<file path="config.mk">
export PLATFORM = sky130hd
export DESIGN_NAME = display_sequencer
export DESIGN_NICKNAME = d
export VERILOG_FILES = /design/src/rtl/display_pkg.sv /design/src/rtl/display_sequencer_dwell_timer.sv /design/src/rtl/display_sequencer.sv
export SDC_FILE = /design/constraint.sdc
export NUM_CORES = 1
export LEC_CHECK = 0
export ABC_AREA = 0
export CELL_PAD_IN_SITES_DETAIL_PLACEMENT = 0
export CELL_PAD_IN_SITES_GLOBAL_PLACEMENT = 1
export CORE_MARGIN = 4
export CORE_UTILIZATION = 34
export CTS_BUF_LIST = sky130_fd_sc_hd__clkbuf_16
export CTS_CLUSTER_SIZE = 24
export DETAILED_ROUTE_END_ITERATION = 8
export PLACE_DENSITY_LB_ADDON = 0.1
export SLEW_MARGIN = 30
export SYNTH_ARGS = -nofsm -noshare
export SYNTH_HDL_FRONTEND = slang
export SYNTH_SLANG_ARGS = --single-unit
</file>
<file path="constraint.sdc">
create_clock -name clk_1HZ -period 3.7 [get_ports clk_1HZ]
set_clock_uncertainty 0.2 [all_clocks]
set_input_delay 0.74 -clock clk_1HZ [delete_from_list [all_inputs] [get_ports clk_1HZ]]
set_output_delay 0.74 -clock clk_1HZ [all_outputs]
set_load 0.01 [all_outputs]
</file>
<file path="src/rtl/display_pkg.sv">
// Shared constants for the seven-segment pattern displayer: glyphs, animation modes, dwell limit.
package display_pkg;

    localparam logic [7:0] GLYPH_UP   = 8'h39;
    localparam logic [7:0] GLYPH_DOWN = 8'hC5;
    localparam logic [7:0] GLYPH_OFF  = 8'hFF;

    localparam int DWELL_MAX = 15;

    typedef enum logic [1:0] {
        BOUNCE = 2'd0,
        SCROLL = 2'd1,
        BLINK  = 2'd2,
        FILL   = 2'd3
    } mode_t;

endpackage

</file>
<file path="src/rtl/display_sequencer_dwell_timer.sv">
// Dwell counter: divides clk_1HZ into animation steps; tick marks each unpaused step boundary.
module dwell_timer
    import display_pkg::*;
#(
    parameter int DWELL = 1
) (
    input  logic clk_1HZ,
    input  logic rst,
    input  logic pause,
    output logic tick
);

    localparam logic [3:0] LAST = 4'(DWELL - 1);

    logic [3:0] count;

    assign tick = !pause && (count == LAST);

    // pause holds the count so a resumed dwell finishes exactly where it stopped
    always_ff @(posedge clk_1HZ) begin
        if (rst)
            count <= 4'd0;
        else if (tick)
            count <= 4'd0;
        else if (!pause)
            count <= count + 4'd1;
    end

endmodule

</file>
<file path="src/rtl/display_sequencer.sv">
// Four-digit pattern scheduler (BOUNCE/SCROLL/BLINK/FILL) with pause, dwell and mirroring.
// BLINK is only built when DISPLAY_SEQ_BLINK_EN is defined; otherwise mode 2 behaves as BOUNCE.
module display_sequencer
    import display_pkg::*;
#(
    parameter int DWELL = 1
) (
    input  logic       clk_1HZ,
    input  logic       rst,
    input  logic       pause,
    input  logic [1:0] mode,
    input  logic       mirror,
    output logic [7:0] digit0,
    output logic [7:0] digit1,
    output logic [7:0] digit2,
    output logic [7:0] digit3,
    output logic [1:0] pos,
    output logic       dir,
    output logic       step
);

    logic       tick;
    mode_t      mode_q, mode_n, req_mode;
    logic [1:0] pos_n;
    logic       dir_n;
    logic [2:0] fill, fill_n, fill_inc;
    logic [7:0] logical [4];
`ifdef DISPLAY_SEQ_BLINK_EN
    logic       phase, phase_n;
`endif

    dwell_timer #(.DWELL(DWELL)) u_dwell (
        .clk_1HZ (clk_1HZ),
        .rst     (rst),
        .pause   (pause),
        .tick    (tick)
    );

    always_ff @(posedge clk_1HZ) begin
        if (rst) begin
            mode_q <= BOUNCE;
            pos    <= 2'd0;
            dir    <= 1'b0;
            fill   <= 3'd0;
            step   <= 1'b0;
`ifdef DISPLAY_SEQ_BLINK_EN
            phase  <= 1'b0;
`endif
        end else begin
            mode_q <= mode_n;
            pos    <= pos_n;
            dir    <= dir_n;
            fill   <= fill_n;
            step   <= tick;
`ifdef DISPLAY_SEQ_BLINK_EN
            phase  <= phase_n;
`endif
        end
    end

    // Next-state: a mode change is only taken at a step boundary and replaces that step's advance
    always_comb begin
        req_mode = mode_t'(mode);
`ifndef DISPLAY_SEQ_BLINK_EN
        if (req_mode == BLINK)
            req_mode = BOUNCE;
`endif
        mode_n   = mode_q;
        pos_n    = pos;
        dir_n    = dir;
        fill_n   = fill;
        fill_inc = (fill == 3'd4) ? 3'd0 : fill + 3'd1;
`ifdef DISPLAY_SEQ_BLINK_EN
        phase_n  = phase;
`endif
        if (tick) begin
            if (req_mode != mode_q) begin
                mode_n = req_mode;
                pos_n  = 2'd0;
                dir_n  = 1'b0;
                fill_n = 3'd0;
`ifdef DISPLAY_SEQ_BLINK_EN
                phase_n = 1'b0;
`endif
            end else begin
                case (mode_q)
                    BOUNCE: begin
                        if (!dir) begin
                            if (pos == 2'd3) dir_n = 1'b1;
                            else             pos_n = pos + 2'd1;
                        end else begin
                            if (pos == 2'd0) dir_n = 1'b0;
                            else             pos_n = pos - 2'd1;
                        end
                    end
                    SCROLL: pos_n = pos + 2'd1;
`ifdef DISPLAY_SEQ_BLINK_EN
                    BLINK:  phase_n = !phase;
`endif
                    FILL: begin
                        fill_n = fill_inc;
                        pos_n  = (fill_inc == 3'd4) ? 2'd3 : fill_inc[1:0];
                    end
                    default: ;
                endcase
            end
        end
    end

    always_comb begin
        for (int i = 0; i < 4; i++)
            logical[i] = GLYPH_OFF;
        case (mode_q)
            BOUNCE: logical[pos] = dir ? GLYPH_DOWN : GLYPH_UP;
            SCROLL: logical[pos] = GLYPH_UP;
`ifdef DISPLAY_SEQ_BLINK_EN
            BLINK: begin
                for (int i = 0; i < 4; i++)
                    logical[i] = phase ? GLYPH_UP : GLYPH_OFF;
            end
`endif
            FILL: begin
                for (int i = 0; i < 4; i++)
                    logical[i] = (3'(i) < fill) ? GLYPH_UP : GLYPH_OFF;
            end
            default: ;
        endcase
    end

    assign digit0 = mirror ? logical[3] : logical[0];
    assign digit1 = mirror ? logical[2] : logical[1];
    assign digit2 = mirror ? logical[1] : logical[2];
    assign digit3 = mirror ? logical[0] : logical[3];

endmodule

</file>
==> impl_metrics.toml, run 1 <==
[outcome]
status = "completed"

[logic_synthesis]
yosys_warnings = 0
netlist_instances = 156
synthFlopType = "dfxtp_1"
synth_seq_cells = 13
synth_edf_count = 0
seq_area_frac_synth = 0.219
synth_cell_types = 36
syn-cell-area_mm2 = 0.00119
async_reset_ff_frac = 0
postSynthAreaPerCell_um2 = 7.63

[worst_setup_path]
crit_top_cell = "clkdlybuf4s50_1"
start_kind = "primary input"
cp_slowest_cell = "clkdlybuf4s50_1"
path_cells = "clkdlybuf4s50_1, mux2_2, nand2_1, clkdlybuf4s50_1"
arrival_ns = 2.51
max_stage_delay_ns = 0.74
worstSetupEndpointType = "output pin"
required_ns = 2.76
worst-path-max-fanout = 14
crit_type = "primary input to output pin"

[power_and_ir_drop]
pwr-share-comb = 0.214
p_per_area_mw_per_mm2 = 298
p_seq_frac = 0.338
sw_frac_of_total = 0.255
power_leakage_uw = 0.000590
power.internal_uw = 339
clkPwrFrac = 0.448
vdd_drop_max_mv = 0.283
p_sw_uw = 116

[clocking]
cts.clk_slew.worst_paths_ns = 0.05
h-tree-depth = 1
post_cts_resized = 0
cts_buffer_depth = 2
post_cts_buffers = 0
cts_tree = "built"
cts_sinks = 13
cts_buffers = 3
hold_buffers = 0
clock-root-buffer = "clkbuf_16"
clk_latency_ns = 0.24

[hold_path]
min_path_type = "flop to flop"

[final_layout]
drive_gt1_frac = 0.0523
diodes = 0
final_common_cell = "clkdlybuf4s50_1"
multiInputGateArea_um2 = 701
regArea_um2 = 260
fillers = 361
final_cells = 218
final_nets = 187
area_growth_pct = 28.2
final_cell_mix = "37 x clkdlybuf4s50_1, 14 x nand2_1, 13 x inv_1, 13 x dfxtp_1"

[timing]
final_hold_viol_count = 0
tightestPinTransition_ns = 0.631
finalMaxSlewViolations = 0
rsz0062_at_grt = "false"
tns_ns = 0
setup_violations = 0
min_period_ns = 3.45
relSlewSlack = 0.579
max_freq_ghz = 0.290
fin_crit_sh = 0.932

[placed_design]
dp.cells = 214
port-buffer-count = 37
hpwl_mm = 2.15
place.gp.congestion = 0.768

[global_route]
grt_pass1_vias = 931
overflow = 0
grt_max_degree = 20
antenna_found_initial = 0
grt_usage = 0.123
grt_pass1_wl_mm = 4.30

[floorplanning]
io_pins = 42
die_area_mm2 = 0.00451
die_w_um = 67.2
coreArea_mm2 = 0.00336
die_h_um = 67.2
start_util = 0.354
rows = 21

[detailed_routing]
drc = 0
drtIter0Drc = 45
num_vias = 1028
routedWlPerCell_um = 12.3
via_per_inst = 4.72
finalWirelength_mm = 2.67
drt_first_pass_iters = 4
drtAntennaViolNets = 0

[flow_run]
cap_viol_max_count = 0
[synth_stat cells, drive strengths merged (3+ instances only)]
cell type / number / area [um2]
buf: 24 / 173
nand2: 15 / 58.8
dfxtp: 13 / 260
inv: 13 / 48.8
nor2: 10 / 37.5
o21ai: 10 / 50.1
ha: 8 / 100
a21oi: 7 / 35.0
mux2i: 6 / 60.1
clkbuf: 5 / 18.8
nor3: 5 / 25.0
nand2b: 4 / 25.0
nand3: 4 / 20.0
a31oi: 3 / 18.8
xnor2: 3 / 26.3
[flip-flops by register name (all words and copies together) (netlist names)]
name           flops
dir                1
pos                2
mode_q             2
u_dwell.count      4
step               1
fill               3
[cells by family after synthesis]
| logic type | after synthesis | synth area share |
|---|---|---|
| AOI/OAI and AO/OA | 34 | 0.192 |
| xor gates and xnor gates | 5 | 0.0368 |
| adders and majority gates | 8 | 0.0841 |
| buffers and inverters | 42 | 0.202 |
| DFF | 13 | 0.219 |
| muxes | 7 | 0.0599 |
| other | 1 | 0.00315 |
| and+or+nand+nor | 46 | 0.203 |
[area by class of cell]
type,instances,area share
inverter,13,0.0320
sequential,13,0.171
clock buffer,3,0.0492
timing repair buffer,38,0.248
clock inverter,1,0.00328
multi-input combinational,104,0.459
tap,46,0.0377
[metal layers]
metal	part of all wire	global-route usage	vias up	routed length (um)
li1	-	-	543	-
met1	0.49	0.158	462	1310
met2	0.46	0.205	21	1240
met3	0.041	0.0266	2	109
met4	0.0049	0.0380	0	13
met5	0	0	-	0
[worst max-delay path: cells and delay by family]
kind                   cells  cell delay, ns
buffers and inverters      2            1.29
muxes                      1            0.38
and+or+nand+nor            1            0.10
[power groups by stage]
| stage | clock network [uW] | registers (uW) | logic, uW |
|---|---|---|---|
| floorplan | 0 | 152 | 70.1 |
| global placement | 0 | 156 | 98.0 |
| detailed placement | 0 | 156 | 98.6 |
| CTS | 209 | 153 | 98.7 |
| global route | 214 | 155 | 109 |
| finish | 204 | 154 | 97.5 |
[path summary, 6_finish.rpt]
path              slack [ns]                    to  cells after the start                 start
hold reg to reg         0.35   pos[1]$_SDFFE_PP0P_                      1   pos[1]$_SDFFE_PP0P_
hold / removal          0.35   pos[1]$_SDFFE_PP0P_                      1   pos[1]$_SDFFE_PP0P_
setup reg to reg        1.91  fill[2]$_SDFFE_PP0P_                      6  fill[0]$_SDFFE_PP0P_
setup / recovery        0.25             digit0[4]                      4                mirror
[per-stage QoR]
step | power, uW | util | setup WS, ns | instance area (um2) | hold slack (ns)
CTS | 461 | 0.453 | 0.241 | 1530 | 0.360
finish | 455 | 0.453 | 0.251 | 1530 | 0.353
global route | 477 | 0.453 | 0.157 | 1530 | 0.377
global placement | 254 | 0.430 | 0.260 | 1450 | 0.350
floorplan | 222 | - | 1.10 | 1200 | 0.332
detailed placement | 255 | 0.430 | 0.248 | 1450 | 0.350
Note: power is estimated with default switching activity, not from simulation.
==> inputs of run 2 (changes only) <==
- CELL_PAD_IN_SITES_DETAIL_PLACEMENT: 0 -> 1
- CELL_PAD_IN_SITES_GLOBAL_PLACEMENT: 1 -> 2
- CORE_UTILIZATION: 34 -> 26
==> run 2 against run 1 <==
Via count increased by 5.8%. Count of clock-buffer cells in the layout stayed put. Critical path type unchanged. Largest power group unchanged. Register-to-register slack got worse by 0.04 ns. Worst hold slack improved by 0.028 ns.
==> impl_metrics.toml, run 2 (synthesized netlist as in run 1, its figures left out) <==
[clocking]
cts_buffer_depth = 2
clk_latency_ns = 0.24
cts_tree = "built"
hold_buffers = 0
cts.clk_slew.worst_paths_ns = 0.05
h-tree-depth = 1
cts_buffers = 3
post_cts_buffers = 0
cts_sinks = 13
post_cts_resized = 0
clock-root-buffer = "clkbuf_16"

[global_route]
grt_max_degree = 20
grt_pass1_wl_mm = 4.81
grt_usage = 0.111
antenna_found_initial = 0
overflow = 0
grt_pass1_vias = 950

[worst_setup_path]
start_kind = "primary input"
crit_type = "primary input to output pin"
arrival_ns = 2.55
r2r_slack_ns = 1.87
required_ns = 2.76
worstSetupEndpointType = "output pin"
worst-path-max-fanout = 14

[final_layout]
final_nets = 188
diodes = 0
largest_reg_flops = 4
fillers = 544
drive_gt1_frac = 0.0578
final_cell_mix = "37 x clkdlybuf4s50_1, 14 x nand2_1, 13 x inv_1, 13 x dfxtp_1"
final_common_cell = "clkdlybuf4s50_1"
regMostFlops = "u_dwell.count"
reg.largest.list = "u_dwell.count (4), fill (3)"
area_growth_pct = 29.4

[detailed_routing]
drt_first_pass_iters = 4
finalWirelength_mm = 3.20
drtAntennaViolNets = 0
drc = 0
drtIter0Drc = 25
via_per_inst = 4.84
num_vias = 1088
routedWlPerCell_um = 14.2

[power_and_ir_drop]
clkPwrFrac = 0.443
power_leakage_uw = 0.000595
p_seq_frac = 0.331
sw_frac_of_total = 0.257
p_sw_uw = 117
power.internal_uw = 340
vdd_drop_max_mv = 0.177
pwr-share-comb = 0.226
p_per_area_mw_per_mm2 = 297

[timing]
fin_crit_sh = 0.943
tightestPinTransition_ns = 0.636
relSlewSlack = 0.575
tns_ns = 0
setup_violations = 0
final.setup.worst_slack_ns = 0.211
finalMaxSlewViolations = 0
final_hold_viol_count = 0
rsz0062_at_grt = "false"
min_period_ns = 3.49
max_freq_ghz = 0.287

[placed_design]
dp_slack_ns = 0.188
hpwl_mm = 2.63
port-buffer-count = 37
place.gp.congestion = 0.755

[floorplanning]
coreArea_mm2 = 0.00438
io_pins = 42
die_w_um = 75.7
die_h_um = 75.7
start_util = 0.271
rows = 24
die_area_mm2 = 0.00572

[flow_run]
cap_viol_max_count = 0

[hold_path]
min_path_type = "flop to flop"

[outcome]
status = "completed"
## run 2: routing by layer
metal  wire, um  global-route usage  up-vias  part of all wire
li1           -                   -      548                 -
met1       1480               0.144      506              0.46
met2       1510               0.180       30              0.47
met3        170              0.0264        4             0.053
met4         31              0.0350        0            0.0097
met5          0                   0        -                 0
## run 2: worst paths after layout
| kind | from | endpoint | cells past startpoint |
|---|---|---|---|
| setup / recovery | mirror | digit0[3] | 4 |
| setup reg to reg | pos[0]$_SDFFE_PP0P_ | pos[0]$_SDFFE_PP0P_ | 6 |
| hold / removal | u_dwell.count[0]$_SDFFE_PP0N_ | u_dwell.count[0]$_SDFFE_PP0N_ | 2 |
| hold reg to reg | u_dwell.count[0]$_SDFFE_PP0N_ | u_dwell.count[0]$_SDFFE_PP0N_ | 2 |
## run 2: power groups by stage
| stage | clock [uW] | combinational, uW | sequential (uW) |
|---|---|---|---|
| final | 202 | 103 | 151 |
| after global routing | 214 | 114 | 152 |
| after CTS | 210 | 106 | 151 |
| after detailed placement | 0 | 105 | 154 |
| after global placement | 0 | 103 | 154 |
| after floorplan | 0 | 70.1 | 152 |
## run 2: final cells by class
cell class	instances	area (um2)	share of cell area
clock buffers	3	75.1	0.0487
inverters	13	48.8	0.0317
multi-input cells	104	701	0.455
flip-flops and latches	13	260	0.169
clock inverters	1	5.00	0.00325
well taps	52	65.1	0.0422
repair buffers	39	385	0.250
## run 2: critical path: stages
cell and delay (ns):
clkdlybuf4s50_1 0.76, mux2_2 0.39, nand2_1 0.10, clkdlybuf4s50_1 0.56
## run 2: metrics by stage
| stage | std cells | hold slack, ns | util | cell area (um2) | total power (uW) |
|---|---|---|---|---|---|
| 4_1_cts | 225 | 0.388 | 0.351 | 1540 | 467 |
| 5_1_grt | 225 | 0.413 | 0.351 | 1540 | 481 |
| 3_3_place_gp | 221 | 0.353 | 0.333 | 1460 | 257 |
| 2_1_floorplan | 159 | 0.332 | - | 1200 | 222 |
| 6_report | 225 | 0.381 | 0.351 | 1540 | 457 |
| 3_5_place_dp | 221 | 0.371 | 0.333 | 1460 | 259 |
==> inputs of run 3 (changes only) <==
- ABC_CLOCK_PERIOD_IN_PS: not set -> 3700
- CTS_CLUSTER_SIZE: 24 -> not set
==> results of run 3 <==
The final DEF is identical to that of run 2; final timing and power are the same.
